--- src/rtl/multiplicador_seq.sv ---
// -----------------------------------------------------------------------------
// multiplicador_seq
//
// Sequential shift-and-add unsigned multiplier for the 8-bit ALU. It retires
// one multiplier bit per clock, so the ALU can form a full 2*WIDTH product
// without a wide combinational multiplier.
//
// Handshake: start_i is accepted in IDLE or DONE. The unit then spends
// exactly WIDTH cycles in RUN (busy_o=1) and one cycle in DONE (done_o=1).
// result_o/overflow_o are loaded only on the edge that enters DONE and are
// held for the ALU result mux until the next completion or a reset.
//
// Ports:
//   clk_i      in   1        system clock, rising edge
//   rst_ni     in   1        synchronous reset, active-low
//   start_i    in   1        multiply request, accepted in IDLE/DONE
//   data0_i    in   WIDTH    multiplicand (unsigned), captured on accept
//   data1_i    in   WIDTH    multiplier (unsigned), captured on accept
//   busy_o     out  1        high while iterating (RUN)
//   done_o     out  1        one-cycle pulse: result_o holds a new product
//   result_o   out  2*WIDTH  unsigned product, held between completions
//   overflow_o out  1        upper half of result_o is non-zero
// -----------------------------------------------------------------------------
module multiplicador_seq #(
    parameter int WIDTH = 8
) (
    input  logic               clk_i,
    input  logic               rst_ni,
    input  logic               start_i,
    input  logic [WIDTH-1:0]   data0_i,
    input  logic [WIDTH-1:0]   data1_i,
    output logic               busy_o,
    output logic               done_o,
    output logic [2*WIDTH-1:0] result_o,
    output logic               overflow_o
);

    // Counter only has to reach WIDTH-1; the final iteration is detected
    // before the increment would wrap.
    localparam int CW = (WIDTH > 2) ? $clog2(WIDTH) : 1;
    localparam logic [CW-1:0] LAST_ITER = CW'(WIDTH - 1);

    typedef enum logic [1:0] {
        IDLE = 2'd0,
        RUN  = 2'd1,
        DONE = 2'd2
    } state_t;

    state_t               r_state;
    state_t               w_next_state;

    logic [2*WIDTH-1:0]   r_mcand;    // multiplicand, shifted left each iteration
    logic [WIDTH-1:0]     r_mplier;   // multiplier, shifted right each iteration
    logic [2*WIDTH-1:0]   r_acc;      // running partial product
    logic [CW-1:0]        r_count;    // iterations already performed
    logic [2*WIDTH-1:0]   r_result;
    logic                 r_overflow;

    logic                 w_accept;
    logic                 w_last;
    logic [2*WIDTH-1:0]   w_addend;
    logic [2*WIDTH-1:0]   w_acc_next;

    // A new operation can start from IDLE or straight out of DONE, which
    // gives back-to-back throughput of one product every WIDTH+1 cycles.
    assign w_accept   = start_i && ((r_state == IDLE) || (r_state == DONE));
    assign w_last     = (r_state == RUN) && (r_count == LAST_ITER);

    // The accumulator is 2*WIDTH bits wide, so this add never carries out:
    // (2^W-1)^2 < 2^(2W).
    assign w_addend   = r_mplier[0] ? r_mcand : '0;
    assign w_acc_next = r_acc + w_addend;

    // -------------------------------------------------------------------------
    // FSM: state register
    // -------------------------------------------------------------------------
    // NOTE: sequential state is written with non-blocking (<=) assignments so
    // every register samples the pre-edge values of the others.
    always_ff @(posedge clk_i) begin
        if (!rst_ni) begin
            r_state <= IDLE;
        end else begin
            r_state <= w_next_state;
        end
    end

    // -------------------------------------------------------------------------
    // FSM: next-state logic
    // -------------------------------------------------------------------------
    // NOTE: the default assignment at the top keeps this block free of
    // inferred latches whatever path the case takes.
    always_comb begin
        w_next_state = r_state;
        case (r_state)
            IDLE:    if (w_accept) w_next_state = RUN;
            RUN:     if (w_last)   w_next_state = DONE;
            DONE:    w_next_state = w_accept ? RUN : IDLE;
            default: w_next_state = IDLE;
        endcase
    end

    // -------------------------------------------------------------------------
    // FSM: outputs (Moore, so busy_o and done_o can never overlap)
    // -------------------------------------------------------------------------
    always_comb begin
        busy_o = 1'b0;
        done_o = 1'b0;
        case (r_state)
            RUN:     busy_o = 1'b1;
            DONE:    done_o = 1'b1;
            default: ;
        endcase
    end

    // -------------------------------------------------------------------------
    // Datapath
    // -------------------------------------------------------------------------
    // NOTE: every datapath register is reset here, not just the control state,
    // because an aborted operation must leave result_o/overflow_o at zero and
    // no stale partial product may be observable afterwards.
    always_ff @(posedge clk_i) begin
        if (!rst_ni) begin
            r_mcand    <= '0;
            r_mplier   <= '0;
            r_acc      <= '0;
            r_count    <= '0;
            r_result   <= '0;
            r_overflow <= 1'b0;
        end else if (w_accept) begin
            // Operands are latched here; the input pins are don't-care from
            // now on. result_o is deliberately left untouched.
            r_mcand  <= {{WIDTH{1'b0}}, data0_i};
            r_mplier <= data1_i;
            r_acc    <= '0;
            r_count  <= '0;
        end else if (r_state == RUN) begin
            r_acc    <= w_acc_next;
            r_mcand  <= r_mcand << 1;
            r_mplier <= r_mplier >> 1;
            r_count  <= r_count + 1'b1;
            if (w_last) begin
                // Take the sum being formed on this edge, not r_acc, so the
                // last multiplier bit is included.
                r_result   <= w_acc_next;
                r_overflow <= |w_acc_next[2*WIDTH-1:WIDTH];
            end
        end
    end

    assign result_o   = r_result;
    assign overflow_o = r_overflow;

endmodule

--- config.mk ---
export PLATFORM = sky130hd
export DESIGN_NAME = multiplicador_seq
export DESIGN_NICKNAME = d
export VERILOG_FILES = /design/src/rtl/multiplicador_seq.sv
export SDC_FILE = /design/constraint.sdc
export NUM_CORES = 1
export LEC_CHECK = 0
export ABC_CLOCK_PERIOD_IN_PS = 6700
export BUFFER_PORTS_ARGS = -buffer_cell sky130_fd_sc_hd__buf_2
export CAP_MARGIN = 20
export CORE_UTILIZATION = 55
export CTS_BUF_LIST = sky130_fd_sc_hd__clkbuf_4 sky130_fd_sc_hd__clkbuf_8
export DETAILED_ROUTE_END_ITERATION = 8
export PLACE_DENSITY_LB_ADDON = 0.08
export SYNTH_ARGS = -nofsm -noshare
export SYNTH_HDL_FRONTEND = slang
export SYNTH_SLANG_ARGS = --single-unit
--- constraint.sdc ---
create_clock -name clk_i -period 6.7 [get_ports clk_i]
set_input_delay 0.335 -clock clk_i [delete_from_list [all_inputs] [get_ports clk_i]]
set_output_delay 0.335 -clock clk_i [all_outputs]
set_load 0.05 [all_outputs]
==> results of run 1 <==
## critical path: stages, from the launching register on
cell and delay [ns]:
dfxtp_1 0.44, and2_1 0.20, ha_1 0.23, fa_1 0.47, a211oi_2 0.32, nor2_1 0.13, a2111oi_4 0.41, or3_4 0.20
o311ai_4 0.09, nor4b_2 0.29, a31oi_1 0.11
## worst min path at each step
stage,from,to
6_report,data1_i[7],r_mplier[7]
5_1_grt,data1_i[7],r_mplier[7]
4_1_cts,data1_i[7],r_mplier[7]
3_5_place_dp,result_o[3],result_o[3]
3_3_place_gp,result_o[8],result_o[8]
2_1_floorplan,r_mcand[15],r_mcand[15]
## routing by layer
metal / vias to the layer above / GRT usage / wire length (um) / part of all wire
li1: 1411 / - / - / -
met1: 1233 / 0.3680 / 3556 / 0.52
met2: 54 / 0.3319 / 2889 / 0.42
met3: 11 / 0.06824 / 358 / 0.052
met4: 0 / 0.09057 / 100 / 0.014
met5: - / 0 / 0 / 0
## cell type report
cell class | count | area (um2)
clock buffer | 12 | 152.6
timing repair buffer | 39 | 200.2
sequential | 62 | 1241
multi-input combinational | 303 | 1794
tap | 72 | 90.09
inverter | 6 | 22.52
fill | 510 | 1983
clock inverter | 4 | 22.52
## stage by stage
stage | instance area [um2] | util | hold slack, ns
finish | 3523 | 0.6399 | 0.2304
global route | 3523 | 0.6399 | 0.2571
detailed placement | 3348 | 0.6080 | 0.4440
floorplan | 3133 | - | 0.4364
CTS | 3523 | 0.6399 | 0.2254
global placement | 3348 | 0.6080 | 0.4387
## registers in the layout (all words and copies together), names as in the netlist
| name | cells |
|---|---|
| r_mplier | 8 |
| r_mcand | 16 |
| r_state | 2 |
| result_o | 16 |
| overflow_o | 1 |
| r_acc | 16 |
| r_count | 3 |
## cells by family (layout without fill, tap and decap cells)
family | after synthesis | after routing | synth area share
xor+xnor | 13 | 13 | 0.03634
compound gates | 92 | 92 | 0.2009
fa+ha+maj | 18 | 18 | 0.07428
flops | 62 | 62 | 0.3962
mux | 2 | 2 | 0.006390
buf+inv | 26 | 61 | 0.03115
simple gates | 178 | 178 | 0.2548
## Yosys cell counts (all sizes together), types with 2 or more instances
master,instances
a311oi,5
clkbuf,20
o211ai,2
ha,17
o21ai,9
a211oi,10
nor4,3
a21oi,44
nor3,12
nand2b,2
nand2,84
and2,17
o22ai,9
a31oi,3
dfxtp,62
xor2,2
nor2,44
or2,2
and3,2
nand3,5
mux2i,2
nand4,2
inv,6
xnor2,11
a2111oi,3
## where the power goes
part	switching (mW)	total, mW	internal, mW
registers	0.00953	0.390	0.380
clock network	0.143	0.294	0.151
logic	0.0450	0.0686	0.0237
==> out/results.ini, run 1 <==
[timing]
fin_crit_sh=0.4506
timing_max_transition_violations_final=0
skew_ns=0.007595
setup_slack_ns=3.681
rsz0062_at_grt=false
tightest_slew_ns=1.003
fin_tns_setup_ns=0
slew_headroom=0.3299
hold_viol=0
setup_violations=0
fmax_ghz=0.3312
period_needed_ns=3.019

[place]
gp_congestion=0.8463
place_ws_ns=3.749
dpl.cell_count=482
numPortBuffers=37
place_hpwl_um=4877

[clocking]
clkSlewWorstSetupHoldPaths_ns=0.07
holdBufCountCts=0
cts_setup_buffers=0
cts_max_level=3
cts_buffers=9
root_buffer=clkbuf_8
clkLatencyLatePin_ns=0.34
cts_sinks=62
cts_resized=0
cts_buffer_depth=2
tritoncts=yes

[synth]
synth_edf_count=0
ys_seq_elements=62
synthFlopType=dfxtp_1
ys_seq_area_frac=0.3962
synthArstFlopShare=0
synthTopCellsByArea=dfxtp_1 (40%), nand2_1 (10%), a21oi_1 (7.0%)
yosys.area.top_type=dfxtp_1
synth.cell_area_um2=3133
yosysWarnings=0
syn_avg_cell_area_um2=8.013
synthCells=391
synth_cell_type_count=45
synth_top_cell_area_share=0.3962
syn_nets=428

[routing]
vias=2709
routedWlPerCell_um=13.86
drtIter0Drc=148
viasPerCell=5.440
drc=0
ant_nets=0
dr.pass1.iters=4
wl_um=6904

[setup_path]
endpoint=overflow_o
ff2ff_path_depth=10
critPathArrivalTime_ns=3.24
crit_type=flop to flop
crit_path_start=r_mplier[0]
r2r_end=overflow_o
start_kind=flop
regToRegSetupSlack_ns=3.68
end_kind=flop
rr_startpoint=r_mplier[0]
cp_data_required_time_ns=6.92
cp_max_fo=17

[die]
die_w_um=77.48
placeableCoreArea_um2=5507
die_h_um=77.48
initial_utilization=0.5690
num_rows=27
die-area_um2=6002
pin_count=38

[final_layout]
drive_gt1_frac=0.1667
layout_commonest_cell=nand2_1
area_growth_pct=12.46
n_antenna_cell=0
final_cells=498
final_cell_mix=nand2_1 (84), dfxtp_1 (62), a21oi_1 (44)
fin_nets=458

[flow_run]
drv_cap=0

[grt]
grt_overflow_total=0
grt_max_degree=44
antenna_found_initial=0
grt_pass1_wl_um=11460
grt_use_total=0.2465
grt_pass1_vias=2360

[status]
run_status=complete, no violations

[hold_path]
hp-class=input pin to flop
whs_path_depth=3

[power]
p_per_area_nw_per_um2=213.6
p_leak_nw=1.396
ir_drop_mv=0.1861
p_total_mw=0.7525

No activity file was read; power rests on OpenSTA's default activity.
==> run 2: changes to the inputs <==
Settings changed: ABC_CLOCK_PERIOD_IN_PS 6700 to 2600, CORE_UTILIZATION 55 to 54.
Clock period 6.7 ns to 2.6 ns, I/O delays scaled along.
==> run 2 against run 1 <==
The run now ends with setup timing left. Non-clock buffer count is 16 higher. Worst hold slack worse by 0.19 ns. Worst setup slack worse by 3.7 ns. Wire length is 4.3% higher. Utilization is 3.8 points higher.
==> out/results.ini, run 2 (synthesized netlist as in run 1, its figures left out) <==
[status]
run_status=finished with violations
failed_checks=setup timing

[die]
die-area_um2=6111  ; +1.8%
initial_utilization=0.5655  ; -0.003469
die_w_um=78.17  ; +0.90%
placeableCoreArea_um2=5540  ; +0.61%
pin_count=38  ; unchanged
die_h_um=78.17  ; +0.90%
num_rows=27  ; unchanged

[power]
p_comb_frac=0.103  ; +0.012
pwr-share-clk=0.377  ; -0.014
ir_drop_mv=0.4358  ; +130%
swShare=0.2734  ; +0.01039
p_leak_nw=1.507  ; +7.9%
pwr-share-seq=0.520  ; +0.002
power.switching_mw=0.5258  ; +170%
p_per_area_nw_per_um2=512.4  ; +140%
p_int_mw=1.398  ; +150%

[hold_path]
hp-start=data1_i[7]
hp-class=input pin to flop

[setup_path]
path_delay_family=compound AO/OA/AOI/OAI gates
crit_type=flop to flop
crit_path_start=r_mplier[0]
cp_max_fo=4  ; -13
cp_data_required_time_ns=2.86  ; -4.06 ns
slowest_delay_ns=0.38  ; -0.09 ns
cp_slowest_cell=fa_2
critPathBufInv=1  ; +1
start_kind=flop
end_kind=flop
critPathArrivalTime_ns=2.87  ; -0.37 ns
rr_startpoint=r_mplier[0]
crit_path_cell_trace=and2_4 -> ha_4 -> fa_2 -> a211oi_4 -> o21bai_1 -> and2_4 -> o41ai_4 -> xnor2_2 -> buf_4 -> nand2_2 -> a21oi_2
crit_top_cell=and2_4

[timing]
period_needed_ns=2.613  ; -0.4055 ns
tightest_slew_ns=1.021  ; +0.01833 ns
hold_viol=0  ; unchanged
setup_slack_ns=-0.01348  ; -3.695 ns
fin_tns_setup_ns=-0.01348  ; -0.01348 ns
fmax_ghz=0.3826  ; +16%
fin_crit_sh=1.005  ; +0.5546
slew_headroom=0.3186  ; -0.01135
rsz0062_at_grt=true
timing_max_transition_violations_final=0  ; unchanged
setup_violations=1  ; +1
skew_ns=0.01052  ; +0.002925 ns

[routing]
dr.pass1.iters=4  ; unchanged
vias=2814  ; +3.9%
drtIter0Drc=134  ; -9.5%
viasPerCell=5.485  ; +0.84%
ant_nets=0  ; unchanged
routedWlPerCell_um=14.04  ; +1.2%
drc=0  ; unchanged
wl_um=7200  ; +4.3%

[clocking]
holdBufCountCts=0  ; unchanged
cts_buffer_depth=2  ; unchanged
cts_buffers=9  ; unchanged
clkLatencyLatePin_ns=0.34  ; about the same
tritoncts=yes
root_buffer=clkbuf_8
cts_max_level=3  ; unchanged
cts_sinks=62  ; unchanged
clkSlewWorstSetupHoldPaths_ns=0.07  ; about the same

[flow_run]
drv_cap=0  ; unchanged

[place]
place_hpwl_um=5000  ; +2.5%
gp_congestion=0.8397  ; -0.78%
place_ws_ns=-0.04534  ; -3.794 ns
numPortBuffers=37  ; unchanged

[grt]
antenna_found_initial=0  ; unchanged
grt_max_degree=43  ; -2.3%
grt_pass1_vias=2532  ; +7.3%
grt_use_total=0.2451  ; -0.001383
grt_overflow_total=0  ; unchanged
grt_pass1_wl_um=11710  ; +2.2%

[final_layout]
area_growth_pct=19.81
drive_gt1_frac=0.2358  ; +0.06916
n_antenna_cell=0  ; unchanged
fin_nets=474  ; +3.5%
layout_commonest_cell=nand2_1
final_cell_mix=nand2_1 (83), dfxtp_1 (60), a21oi_1 (42), nor2_1 (42), buf_2 (37)

## run 2: worst paths after layout
path / depth (start not counted) / slack (ns) / endpoint
setup / recovery: 11 / -0.01 / result_o[8]
hold / removal: 3 / 0.04 / r_mplier[7]
setup reg to reg: 11 / -0.01 / result_o[8]
hold reg to reg: 2 / 0.45 / result_o[10]
## run 2: cell type report
type / count / area [um2]
sequential: 62 / 1244
inverter: 6 / 22.52
tap: 72 / 90.09
timing repair buffer: 55 / 324.1
clock buffer: 10 / 131.4
multi-input combinational: 303 / 1914
clock inverter: 5 / 27.53
fill: 504 / 1787
## run 2: power groups by stage
| stage | clock [mW] | combinational [mW] | sequential [mW] |
|---|---|---|---|
| after global placement | 0 | 0.190 | 1.02 |
| after detailed placement | 0 | 0.193 | 1.02 |
| final | 0.724 | 0.198 | 1.00 |
| after CTS | 0.730 | 0.194 | 1.00 |
| after floorplan | 0 | 0.135 | 1.02 |
| after global routing | 0.771 | 0.221 | 1.00 |
## run 2: metal layers
metal	GRT usage	up-vias	wire length [um]
li1	-	1450	-
met1	0.3522	1288	3587
met2	0.3561	68	3129
met3	0.04767	8	400
met4	0.1019	0	83
met5	0	-	0
## run 2: timing repair
action / in CTS / in global routing
resized for setup: 3 / 22
endpoints found under the setup margin: 2 / 11
endpoints found under the hold margin: 0 / 0
pin swaps: 4 / 13
buffers inserted: 0 / 4
## run 2: tightest hold or removal path, stage by stage
cell     delay [ns]
buf_2          0.08
mux2i_1        0.05
nor2_1         0.08
## run 2: metrics by stage
stage / cell area (um2) / std cells / util / hold WS [ns] / total power, mW
after floorplan: 3136 / 391 / - / 0.2683 / 1.150
after global placement: 3441 / 494 / 0.6210 / 0.3685 / 1.210
after detailed placement: 3441 / 494 / 0.6210 / 0.3941 / 1.214
after CTS: 3621 / 509 / 0.6536 / 0.04100 / 1.924
after global routing: 3754 / 513 / 0.6775 / 0.06508 / 1.995
final: 3754 / 513 / 0.6775 / 0.04492 / 1.923
==> run 3: changes to the inputs <==
Settings changed: ABC_CLOCK_PERIOD_IN_PS 2600 to 2700, CELL_PAD_IN_SITES_DETAIL_PLACEMENT set to 1, CELL_PAD_IN_SITES_GLOBAL_PLACEMENT set to 2, CORE_MARGIN set to 8, CORE_UTILIZATION 54 to 35.
Clock period 2.6 ns to 2.7 ns, I/O delays scaled along.
==> run 3 against run 2 <==
The run now ends clean. Via count decreased by 0.53%. Utilization decreased by 25 points. Critical endpoint is now overflow_o. Combinational power is essentially flat. Critical path depth stayed put. Clock power up 14%.
==> out/results.ini, run 3 (synthesized netlist as in run 1, its figures left out) <==
[status]
run_status=complete, no violations

[timing]
rsz0062_at_grt=true
fmax_ghz=0.3760  ; -1.7%
fin_tns_setup_ns=0  ; +0.01348 ns
period_needed_ns=2.659  ; +0.04593 ns
fin_crit_sh=0.9850  ; -0.02022
hold_viol=0  ; unchanged
setup_violations=0  ; -1
slew_headroom=0.3117  ; -0.006934
timing_max_transition_violations_final=0  ; unchanged
skew_ns=0.01015  ; -0.0003729 ns
tightest_slew_ns=1.031  ; +0.01039 ns

[clocking]
root_buffer=clkbuf_8
cts_buffers=9  ; unchanged
clkLatencyLatePin_ns=0.35  ; about the same
cts_max_level=3  ; unchanged
cts_buffer_depth=2  ; unchanged
cts_sinks=62  ; unchanged
clkSlewWorstSetupHoldPaths_ns=0.07  ; about the same
tritoncts=yes

[place]
numPortBuffers=37  ; unchanged
place_area_um2=3506  ; +1.9%
gp_congestion=0.7987  ; -4.9%
place_hpwl_um=6593  ; +32%

[final_layout]
fin_nets=474  ; unchanged
area_growth_pct=20.01
fillers=1084  ; +120%
layout_commonest_cell=nand2_1
design_area_um2=3760  ; +0.17%
fin_util=0.4311  ; -0.2464
final_cell_mix=nand2_1 (84), dfxtp_1 (61), a21oi_1 (44)
n_antenna_cell=0  ; unchanged
drive_gt1_frac=0.2132  ; -0.02268

[setup_path]
critPathArrivalTime_ns=2.87  ; about the same
crit_path_cell_trace=and2_1 -> ha_1 -> fa_2 -> a211oi_4 -> buf_4 -> o21bai_1 -> and2_4 -> o41ai_4 -> xnor2_1 -> nor4_1 -> a31oi_1
r2r_end=overflow_o
rr_startpoint=r_mplier[0]
end_kind=flop
start_kind=flop
regToRegSetupSlack_ns=0.04  ; +0.05 ns
slowest_delay_ns=0.39  ; about the same
path_delay_family=compound AO/OA/AOI/OAI gates
cp_max_fo=4  ; unchanged
crit_type=flop to flop
cp_data_required_time_ns=2.91  ; +0.05 ns
ff2ff_path_depth=11  ; unchanged
critPathBufInv=1  ; unchanged
cp_slowest_cell=fa_2

[die]
initial_utilization=0.3593  ; -0.2062
die_h_um=110.6  ; +41%
pin_count=38  ; unchanged
num_rows=34  ; +26%
die-area_um2=12230  ; +100%
placeableCoreArea_um2=8721  ; +57%
die_w_um=110.6  ; +41%

[power]
p_per_area_nw_per_um2=528.2  ; +3.1%
ir_drop_mv=0.1823  ; -58%
p_leak_nw=1.498  ; -0.57%

[flow_run]
drv_cap=0  ; unchanged

[hold_path]
hp-class=input pin to flop
whs_path_depth=3  ; unchanged
worst_hold_path.endpoint=r_mplier[7]
hp-start=data1_i[7]

[routing]
routedWlPerCell_um=16.38  ; +17%
ant_nets=0  ; unchanged
drc=0  ; unchanged
dr.pass1.iters=4  ; unchanged
vias=2799  ; -0.53%
viasPerCell=5.098  ; -7.1%
drtIter0Drc=118  ; -12%
wl_um=8992  ; +25%

[grt]
grt_pass1_wl_um=14880  ; +27%
grt_overflow_total=0  ; unchanged
grt_max_degree=43  ; unchanged
grt_pass1_vias=2863  ; +13%
grt_use_total=0.1472  ; -0.09786
antenna_found_initial=0  ; unchanged

## run 3: cell types whose count changed in the layout (fill, tap and decap cells not counted), sizes merged
| cell | previous run | this run |
|---|---|---|
| clkbuf | 10 | 11 |
| clkinv | 4 | 2 |
| bufinv | 0 | 1 |
## run 3: repair_timing
action	in CTS	in global routing
setup buffers	1	0
pin swaps	3	1
setup endpoints to repair	4	12
resized for setup	2	11
hold buffers	0	0
## run 3: power breakdown
group,total (mW),leakage [nW],switching [mW],internal (mW)
registers,0.963,0.504,0.0194,0.944
clock network,0.825,0.0986,0.372,0.454
logic,0.197,0.896,0.128,0.0698
total,1.99,1.50,0.519,1.47
## run 3: cell type report
cell class,instances,area [um2],area share
multi-input cells,303,1847,0.4912
flip-flops and latches,62,1242,0.3304
repair buffers,55,320.3,0.08519
clock buffers,11,145.1,0.03860
well taps,108,135.1,0.03594
clock inverters,4,47.55,0.01265
inverters,6,22.52,0.005990
## run 3: worst max path at each step
stage / startpoint / to / cells after the start
after floorplan: r_mplier[0] / overflow_o / 10
final: r_mplier[0] / overflow_o / 11
after CTS: r_mplier[0] / result_o[15] / 10
after global routing: r_mplier[0] / overflow_o / 11
after detailed placement: r_mplier[0] / overflow_o / 10
after global placement: r_mplier[0] / overflow_o / 10
## run 3: through the flow
step	worst slack [ns]	hold slack (ns)	instances	total power, mW
finish	0.04059	0.03424	549	1.986
CTS	0.02935	0.01933	549	2.009
floorplan	0.06600	0.2733	391	1.108
global placement	-0.03727	0.3778	533	1.177
global route	-0.1109	0.04592	549	2.079
detailed placement	-0.09202	0.3882	533	1.181
## run 3: routing by layer
layer | track usage | routed length [um] | vias to the layer above
met2 | 0.2118 | 3920 | 35
met1 | 0.2047 | 4662 | 1306
met4 | 0.06216 | 142 | 0
li1 | - | - | 1445
met3 | 0.03301 | 266 | 13
met5 | 0 | 0 | -
## run 3: tightest hold or removal path: stages
cell	delay, ns
buf_2	0.08
mux2i_1	0.05
nor2_1	0.07
